$ cat src/rtl/multdiv_seq.sv
// Iterative unsigned multiply (shift-add) / divide (restoring), one bit per cycle; owns the HI/LO registers.
// A result lands in HI/LO WIDTH+1 edges after start. Start is ignored while busy. Flush abandons the operation.
module multdiv_seq #(
  parameter int WIDTH = 32
) (
  input  logic             clk,
  input  logic             rst,
  input  logic             start,
  input  logic             op,
  input  logic [WIDTH-1:0] a,
  input  logic [WIDTH-1:0] b,
  input  logic             flush,
  input  logic [WIDTH-1:0] wd,
  input  logic             hi_we,
  input  logic             lo_we,
  output logic             busy,
  output logic             done,
  output logic [WIDTH-1:0] hi,
  output logic [WIDTH-1:0] lo
);

  localparam int CW = $clog2(WIDTH);

  typedef enum logic [1:0] {S_IDLE, S_RUN, S_DONE} state_e;

  state_e             state_q, state_d;
  logic [CW-1:0]      cnt_q, cnt_d;
  logic               op_q, op_d;
  logic [2*WIDTH-1:0] acc_q, acc_d;
  logic [WIDTH-1:0]   opnd_q, opnd_d;
  logic [WIDTH-1:0]   hi_q, hi_d;
  logic [WIDTH-1:0]   lo_q, lo_d;

  logic [WIDTH:0]     mul_sum;
  logic [2*WIDTH-1:0] mul_next;
  logic [WIDTH:0]     div_rem;
  logic               div_ge;
  logic [WIDTH-1:0]   div_diff;
  logic [2*WIDTH-1:0] div_next;
  logic [2*WIDTH-1:0] step;
  logic               launch;

  // Multiply: acc = {partial product, remaining multiplier bits}; opnd = multiplicand.
  // Divide:   acc = {remainder, dividend bits / quotient bits};  opnd = divisor.
  always_comb begin
    mul_sum  = {1'b0, acc_q[2*WIDTH-1:WIDTH]} + (acc_q[0] ? {1'b0, opnd_q} : '0);
    mul_next = {mul_sum, acc_q[WIDTH-1:1]};
    div_rem  = acc_q[2*WIDTH-1:WIDTH-1];
    div_ge   = (div_rem >= {1'b0, opnd_q});
    div_diff = div_rem[WIDTH-1:0] - opnd_q;
    div_next = {(div_ge ? div_diff : div_rem[WIDTH-1:0]), acc_q[WIDTH-2:0], div_ge};
    step     = op_q ? div_next : mul_next;
  end

  always_comb begin
    state_d = state_q;
    cnt_d   = cnt_q;
    op_d    = op_q;
    acc_d   = acc_q;
    opnd_d  = opnd_q;
    hi_d    = hi_q;
    lo_d    = lo_q;
    launch  = 1'b0;

    case (state_q)
      S_IDLE: launch = start && !flush;
      S_RUN: begin
        acc_d = step;
        cnt_d = cnt_q + 1'b1;
        if (flush) begin
          state_d = S_IDLE;
        end else if (cnt_q == CW'(WIDTH-1)) begin
          state_d = S_DONE;
          hi_d    = step[2*WIDTH-1:WIDTH];
          lo_d    = step[WIDTH-1:0];
        end
      end
      S_DONE: begin
        state_d = S_IDLE;
        launch  = start && !flush;
      end
      default: state_d = S_IDLE;
    endcase

    if (launch) begin
      state_d = S_RUN;
      cnt_d   = '0;
      op_d    = op;
      acc_d   = {{WIDTH{1'b0}}, (op ? a : b)};
      opnd_d  = op ? b : a;
    end

    // mthi/mtlo in DONE land one edge after the result, so they naturally win.
    if (state_q != S_RUN) begin
      if (hi_we) hi_d = wd;
      if (lo_we) lo_d = wd;
    end
  end

  always_ff @(posedge clk) begin
    if (rst) begin
      state_q <= S_IDLE;
      cnt_q   <= '0;
      op_q    <= 1'b0;
      acc_q   <= '0;
      opnd_q  <= '0;
      hi_q    <= '0;
      lo_q    <= '0;
    end else begin
      state_q <= state_d;
      cnt_q   <= cnt_d;
      op_q    <= op_d;
      acc_q   <= acc_d;
      opnd_q  <= opnd_d;
      hi_q    <= hi_d;
      lo_q    <= lo_d;
    end
  end

  assign busy = (state_q == S_RUN);
  assign done = (state_q == S_DONE);
  assign hi   = hi_q;
  assign lo   = lo_q;

endmodule

$ cat config.mk
export PLATFORM = sky130hd
export DESIGN_NAME = multdiv_seq
export DESIGN_NICKNAME = d
export VERILOG_FILES = /design/src/rtl/multdiv_seq.sv
export SDC_FILE = /design/constraint.sdc
export NUM_CORES = 1
export LEC_CHECK = 0
export ABC_AREA = 1
export BUFFER_PORTS_ARGS = -buffer_cell sky130_fd_sc_hd__buf_4
export CAP_MARGIN = 20
export CORE_MARGIN = 5
export CORE_UTILIZATION = 50
export CTS_CLUSTER_SIZE = 10
export DETAILED_ROUTE_END_ITERATION = 8
export PLACE_DENSITY = 0.7
export SETUP_SLACK_MARGIN = 0.05
export SLEW_MARGIN = 0
export SYNTH_ARGS = -nofsm -noshare
export SYNTH_HDL_FRONTEND = slang
export SYNTH_SLANG_ARGS = --single-unit
export TNS_END_PERCENT = 20
$ cat constraint.sdc
create_clock -name clk -period 3.45 [get_ports clk]
set_input_delay 0.345 -clock clk [delete_from_list [all_inputs] [get_ports clk]]
set_output_delay 0.345 -clock clk [all_outputs]
set_load 0.01 [all_outputs]
[Word-level counts from Yosys, hierarchy flattened]
Cells that the tools add are included.
Word-level totals
  input bits: 103
  logic and storage cells: 51
  register bits after elaboration: 168
Operators by class
  add/subtract/negate cells: 3
  $lt $le $gt $ge: 1
  reduce and logical (&&, ||, !) cells: 8
  multiplexer cells: 22
  bitwise logic cells: 1
  eq/ne operators: 7
Operator list (number)
  $mux 32: 16
  $mux 64: 1
  $add 32x32->33: 1
  $ge 33x32->1: 1
  $sub 32x32->32: 1
  $add 5x1->5 const B: 1
  $eq 5x5->1 const B: 1
  $mux 2: 2
  $ne 4x2->1 const B: 1
  $pmux 2 s2: 1
  $reduce_and 2->1: 2
  $reduce_or 2->1: 2
  $ne 3x2->1 const B: 1
  $eq 2x1->1 const B: 1
  $eq 2x2->1 const B: 1
  $logic_not 2->1: 1
  $mux 1: 2
  $ne 2x1->1 const B: 1
  $ne 2x2->1 const B: 1
  $reduce_bool 2->1: 1
  $logic_and 1x1->1: 1
  $logic_not 1->1: 1
  $not 1->1: 1

[Longest topological paths before layout]
Gate-level depths: netlist of the first run.
  depth in word-level cells: 8
  mapped depth: 21
  gate-level depth less buffers: 19

[Worst setup path before layout of the first run]
No wires, ideal clock.
  kind: reg2reg
  start: register acc_q[0]
  end: register hi_q[9], in the netlist hi[9]
  required time: 3331 ps
  stages on the path, launching flop included: 17
  slack: 954 ps
  period minus slack after synthesis: 2496 ps
  setup time: 119 ps
  path buffers: 2
  data arrival time: 2376 ps
  cells stage by stage: dfxtp_1 clkbuf_1 clkbuf_1 nand2_1 inv_1 ha_1 fa_1 nand2_1 nand3_1 nand2_1 o21ai_1 nand2_1 nand3_1 xor2_1 or2_2 nand3_1 a21oi_1
Between the ends
  cells in the longest elaborated chain, start to end: 8
Ends and longest elaborated chain
  start: declaration: line 29  | logic [2*WIDTH-1:0] acc_q, acc_d;
  start signal: assignment: line 105  | acc_q <= '0;
  start signal: assignment: line 113  | acc_q <= acc_d;
  $mux 32 (*): line 46  | mul_sum = {1'b0, acc_q[2*WIDTH-1:WIDTH]} + (acc_q[0] ? {1'b0, opnd_q} : '0);
  $add 32x32->33 (*): line 46
  $mux 64 (*): line 52  | step = op_q ? div_next : mul_next;
  $mux 32 (*): line 72  | end else if (cnt_q == CW'(WIDTH-1)) begin
  $mux 32 (*): line 70  | if (flush) begin
  $mux 32 (*): line 65  | case (state_q)
  $mux 32: line 95  | if (hi_we) hi_d = wd;
  $mux 32 (*): line 94  | if (state_q != S_RUN) begin
  end signal: assignment: line 115  | hi_q <= hi_d;
  end: declaration: line 31  | logic [WIDTH-1:0] hi_q, hi_d;
Mark *: on every way between the ends. The rest lies on a longest branch, timed or not.
A chain may end at the register's enable or synchronous reset.

[Worst setup path after layout of the first run]
  start: register opnd_q[28]
  end: register hi_q[0], in the netlist hi[0]
Between the ends
  cells in the longest elaborated chain, start to end: 8
Ends and longest elaborated chain
  start: declaration: line 30  | logic [WIDTH-1:0] opnd_q, opnd_d;
  start signal: assignment: line 114  | opnd_q <= opnd_d;
  $ge 33x32->1 (*): line 49  | div_ge = (div_rem >= {1'b0, opnd_q});
  $mux 32 (*): line 51  | div_next = {(div_ge ? div_diff : div_rem[WIDTH-1:0]), acc_q[WIDTH-2:0], div_ge};
  $mux 64 (*): line 52
  $mux 32 (*): line 72
  $mux 32 (*): line 70
  $mux 32 (*): line 65
  $mux 32: line 95
  $mux 32 (*): line 94
Marked as above.

==> results.txt, run 1 <==
Outcome: complete, no violations
Resize count post-CTS: 0
R2R Path End: hi[0]
Worst-path fanout max: 24
Initial antenna violation count: 2
ANT nets after route: 0
# diodes: 0
Critical path startpoint category: register
RSZ-0062 raised after global routing: false
Post-synth ARST share: 0%
Max Fclk: 0.322 GHz
Cell variety after synth: 48
Cts bufs inserted: 17
Reg2reg setup slack: 0.34 ns
Bufs on Longest Clock Path: 2
Max Cap Viol: 0
Critical path's most frequent cell: nand2_1
Leading cell type in the layout, fill and taps excluded: nand2_1
Worst-path cell chain: inv_1 > ha_1 > nand2_2 > inv_2 > nand2_1 > nand2_1 > a21oi_2 > nand2_4 > nor2_8 > nand2_4 > nor2_4 > nand2_1 > nand3_1 > nand2_1 > a21oi_1
Crit path DAT: 3.48 ns
Maximum VDD drop: 331 µV
Shortest period the worst path allows: 3.11 ns
Die footprint: 0.0293 mm²
Finished Cell Area: 0.0151 mm²
DRT Pass-1 Iters: 6
CP peak stage delay: 0.53 ns
Slew @ Worst Pin: 1.03 ns
Placed inst area: 0.0145 mm²
Drt initial violations: 1727
Hold depth: 3
Mapped Cells: 2163
Max Slew Vio Count: 0
Row Count: 59
Drt drc: 0
Critical path's slowest cell: dfxtp_1
Largest net degree at the start of global routing: 71
Sequential-to-total area share from yosys stat: 25.9%
Clk_skew: 0.0217 ns
Hold Crit Start: a[10]
Io pins: 169
Vias in the first global route: 14000
Starting Density: 50.3%
Synth-to-Final Area Change: 16.3%
Cts-stage hold buffer count: 0
Cell Area, Synth: 0.0130 mm²
Post-DP HPWL: 42800 µm
Final hold viol count: 0
Count of flip-flops with a built-in enable after synthesis: 0
All-Layer GR Usage: 36.2%
Die Width: 171 µm
Via density: 5.80
Reg clk slew, reported paths: 0.09 ns
Clock Latency Late Sink: 0.45 ns
CTS root buffer: clkbuf_16
Die height: 171 µm
Final worst-path cycle share: 90.1%
Setup-failing EPs final: 0
Syn nets: 2334
Power density cells: 416 mW/mm²
Ys flop type: dfxtp_1
R2r worst-path depth: 15
Htree depth: 4
DP Worst Slack: 0.499 ns
Post-CTS Setup Bufs: 0
Final worst slack: 0.341 ns
Lkg Pwr: 7.56 nW
First-pass GRT wire length: 81300 µm
Avg WL per Cell: 20.6 µm
Layout cells sized above 1: 12.5%
Type of the worst setup path: reg2reg
Synth Warn #: 0
Slew margin rel.: 31.2%
Worst Hold Path EP: opnd_q[10]
Post-Route Setup TNS: 0 ns
Clk sinks: 168
Critical path capture point type: register
WL final: 54100 µm
#FFs+latches synth: 168
Critical Path RT: 3.82 ns
Commonest cells after routing, fill and taps aside: nand2_1 (665), inv_1 (265), a21oi_1 (200)
HP Class: in2reg
Core ar.: 0.0258 mm²
Worst R2R Start: opnd_q[28]
Port buffer count: 168
Total grt overflow: 0
DR vias: 15200
Final nets: 2445
Mapped Avg Cell Area: 6.01 µm²
GPL Wtd Cong: 1.01
CTS tree: yes
==> flip-flops by register name (all words and copies together) (netlist names) <==
register and count:
acc_q 64, op_q 1, opnd_q 32, hi 32, state_q 2, lo 32, cnt_q 5
==> kinds of logic (layout without fill, tap and decap cells) <==
kind of cell             count (synthesis)  in the layout  synth area share, %
adder cells (fa/ha/maj)                 68             68                 6.66
AND/OR/NAND/NOR                       1005           1005                 31.9
XOR/XNOR                                28             28                 1.89
flip-flops                             168            168                 25.9
AO/OA/AOI/OAI                          505            505                 22.1
buffers and inverters                  388            512                 11.6
multiplexers                             1              1               0.0770
==> metal layers <==
metal | part of all wire [%] | up-vias | track usage [%] | wire [µm]
met2 | 45 | 764 | 56.9 | 24300
met5 | 0 | - | 0 | 0
met3 | 7.6 | 180 | 4.50 | 4100
li1 | - | 7297 | - | -
met1 | 40 | 6963 | 47.2 | 21800
met4 | 7.2 | 0 | 22.8 | 3920
==> report_power, final <==
part           leakage [nW]  switching (mW)  internal, mW
Clock                 0.304            1.10          1.02
Combinational          5.87            1.32         0.663
Sequential             1.38           0.134          2.08
==> cell type report <==
cell class,instances,area [µm²]
Timing Repair Buffer,196,1500
Fill cell,2589,10700
Clock inverter,15,209
Sequential cell,168,3360
Inverter,284,1070
Multi-Input combinational cell,1607,8140
Clock buffer,17,425
Tap cell,335,419
==> metrics by stage <==
stage / hold WS [ns] / std cells / util (%) / power, mW
after floorplan: 0.439 / 2163 / - / 3.46
after global placement: 0.457 / 2590 / 56.1 / 4.18
after detailed placement: 0.466 / 2590 / 56.1 / 4.18
after CTS: 0.167 / 2622 / 58.5 / 6.25
after global routing: 0.180 / 2622 / 58.5 / 6.58
final: 0.166 / 2622 / 58.5 / 6.30
==> worst max-delay path, delay by kind of cell (launching register included) <==
kind | cells | cell delay (ns)
fa+ha+maj | 1 | 0.38
buf+inv | 2 | 0.12
simple gates | 10 | 1.68
flops | 1 | 0.53
compound gates | 2 | 0.31
==> how the worst max path moves through the flow <==
stage	from	end	slack (ns)	cells after the start
floorplan	acc_q[0]	hi[9]	0.95	16
global placement	opnd_q[28]	hi[28]	0.52	15
detailed placement	opnd_q[28]	hi[28]	0.50	15
CTS	opnd_q[28]	hi[0]	0.45	15
global route	opnd_q[28]	hi[28]	0.16	15
finish	opnd_q[28]	hi[0]	0.34	15
==> Yosys cell counts (4+ instances only) <==
cell / instances / share of area, %
o21ai_0: 167 / 6.4
nor3_1: 10 / 0.38
xor2_1: 27 / 1.8
clkbuf_1: 76 / 2.2
a21oi_1: 200 / 7.7
nand2_2: 6 / 0.29
ha_1: 66 / 6.4
buf_6: 4 / 0.35
o21ai_1: 8 / 0.31
buf_1: 11 / 0.32
nor2_1: 141 / 4.1
o211ai_1: 10 / 0.58
nor2_2: 9 / 0.43
inv_1: 267 / 7.7
or2_2: 4 / 0.19
buf_2: 13 / 0.50
nand3b_1: 5 / 0.29
nand3_1: 134 / 5.2
o21bai_1: 10 / 0.58
nand4_1: 15 / 0.72
a21o_1: 5 / 0.29
clkinv_1: 6 / 0.17
a31oi_1: 45 / 2.2
a211oi_1: 30 / 1.7
inv_2: 11 / 0.32
a21oi_2: 4 / 0.27
dfxtp_1: 168 / 26
nand2_1: 666 / 19
o221a_2: 9 / 0.78
a221o_1: 8 / 0.62
Note: power is estimated with default switching activity, not from simulation.
==> inputs of run 2 (changes only) <==
REMOVE_ABC_BUFFERS = 1   (was unset)
==> run 2 against run 1 <==
Effect of this change:
- register-to-register slack better by 0.19 ns
- highest routed layer unchanged
- clock power hardly changed
- sequential share of layout area is 0.13 points lower
- via count hardly changed
- utilization is 0.33 points higher
- clock-buffer cell count stayed put
- maximum frequency is 6.5% higher
- largest power group unchanged
- global-route usage is 1.5 points lower
- largest cell class unchanged
==> results.txt, run 2 (synthesis gave the netlist of run 1 again) <==
Post-DP HPWL: 40100 µm
Leading cell type in the layout, fill and taps excluded: nand2_1
Clk_skew: 0.0224 ns
Die height: 171 µm
Via density: 5.78
Layout cells sized above 1: 12.8%
Core ar.: 0.0258 mm²
Lkg Pwr: 7.61 nW
Outcome: complete, no violations
ANT nets after route: 0
Crit path DAT: 3.30 ns
Vias in the first global route: 14000
Critical Path RT: 3.83 ns
Worst-path fanout max: 16
Most flop-heavy register: acc_q
Comb power frac: 31.8%
Placed inst area: 0.0146 mm²
Cts bufs inserted: 17
Slew margin rel.: 37.6%
Total power: 6.28 mW
DRT Pass-1 Iters: 6
Slew @ Worst Pin: 0.936 ns
Final nets: 2454
All-Layer GR Usage: 34.7%
Reg2reg setup slack: 0.53 ns
CTS tree: yes
Shortest period the worst path allows: 2.92 ns
Die footprint: 0.0293 mm²
HP Class: in2reg
Max reg flops: 64
CTS root buffer: clkbuf_16
Post-route insts no fill: 2631
Max Slew Vio Count: 0
Power density cells: 413 mW/mm²
Resize count post-CTS: 0
Final hold viol count: 0
First-pass GRT wire length: 79700 µm
Max Cap Viol: 0
Net Sw Frac: 39.2%
Io pins: 169
Max Fclk: 0.343 GHz
Util after Layout: 58.9%
Total grt overflow: 0
GPL Wtd Cong: 1.06
Cts-stage hold buffer count: 0
Final worst-path cycle share: 84.6%
Synth-to-Final Area Change: 17.0%
Post-CTS Setup Bufs: 0
Starting Density: 50.3%
Critical path startpoint category: register
Bufs on Longest Clock Path: 2
DR vias: 15200
Die Width: 171 µm
Type of the worst setup path: reg2reg
WL final: 52000 µm
Setup-failing EPs final: 0
Register share of total power: 35.0%
Port buffer count: 168
Clk pwr share: 33.2%
Clock Latency Late Sink: 0.45 ns
Commonest cells after routing, fill and taps aside: nand2_1 (665), inv_1 (265), buf_4 (202)
Maximum VDD drop: 288 µV
Largest net degree at the start of global routing: 75
Sw power: 2.46 mW
Htree depth: 4
Finished Cell Area: 0.0152 mm²
Reg clk slew, reported paths: 0.09 ns
Post-Place Cells: 2599
Pint: 3.82 mW
Avg WL per Cell: 19.8 µm
RSZ-0062 raised after global routing: false
Critical path capture point type: register
Clk sinks: 168
Drt drc: 0
Drt initial violations: 1853
# diodes: 0
Row Count: 59
Initial antenna violation count: 0
[run 2: cell types whose count changed in the layout (fill, tap and decap cells not counted), sizes merged]
| cell | before | now |
|---|---|---|
| buf | 196 | 205 |
| clkinv | 12 | 13 |
| bufinv | 0 | 1 |
| inv | 287 | 285 |
[run 2: final timing paths]
kind,startpoint,end,cells after the start
setup reg to reg,opnd_q[26],hi[2],13
hold reg to reg,cnt_q[4],cnt_q[4],2
setup / recovery,opnd_q[26],hi[2],13
hold / removal,wd[29],lo[29],3
[run 2: area by class of cell]
class	count	area [µm²]
Inverter	284	1070
Sequential cell	168	3360
Clock buffer	17	425
Timing Repair Buffer	205	1580
Multi-Input combinational cell	1607	8140
Fill cell	2589	10600
Clock inverter	15	215
Tap cell	335	419
[run 2: power groups by stage]
stage | registers (mW) | logic [mW] | clock network (mW)
after CTS | 2.19 | 1.96 | 2.08
final | 2.20 | 2.00 | 2.09
after global routing | 2.21 | 2.18 | 2.17
after global placement | 2.23 | 1.94 | 0
after detailed placement | 2.24 | 1.95 | 0
after floorplan | 2.23 | 1.16 | 0
[run 2: per-layer routing]
metal	GRT usage, %	up-vias	wire (µm)
li1	-	7309	-
met1	51.7	6994	23300
met2	51.2	819	22000
met3	6.27	79	5330
met4	9.92	0	1300
met5	0	-	0
[run 2: through the flow]
step / hold WS, ns / setup TNS (ns) / setup WS (ns)
after floorplan: 0.414 / -104.49 / -1.60
after CTS: 0.165 / 0 / 0.558
final: 0.178 / 0 / 0.531
after global placement: 0.456 / 0 / 0.640
after global routing: 0.176 / 0 / 0.314
after detailed placement: 0.466 / 0 / 0.572
[run 2: critical path: stages, from the launching register on]
cell     delay (ns)
dfxtp_1        0.46
inv_1          0.07
ha_1           0.39
nand2_1        0.16
nor2_1         0.16
nand2_1        0.13
nor2_2         0.25
nor2_8         0.10
buf_4          0.21
a21oi_4        0.45
nand2_1        0.10
nand3_1        0.16
nand2_1        0.08
a21oi_1        0.13
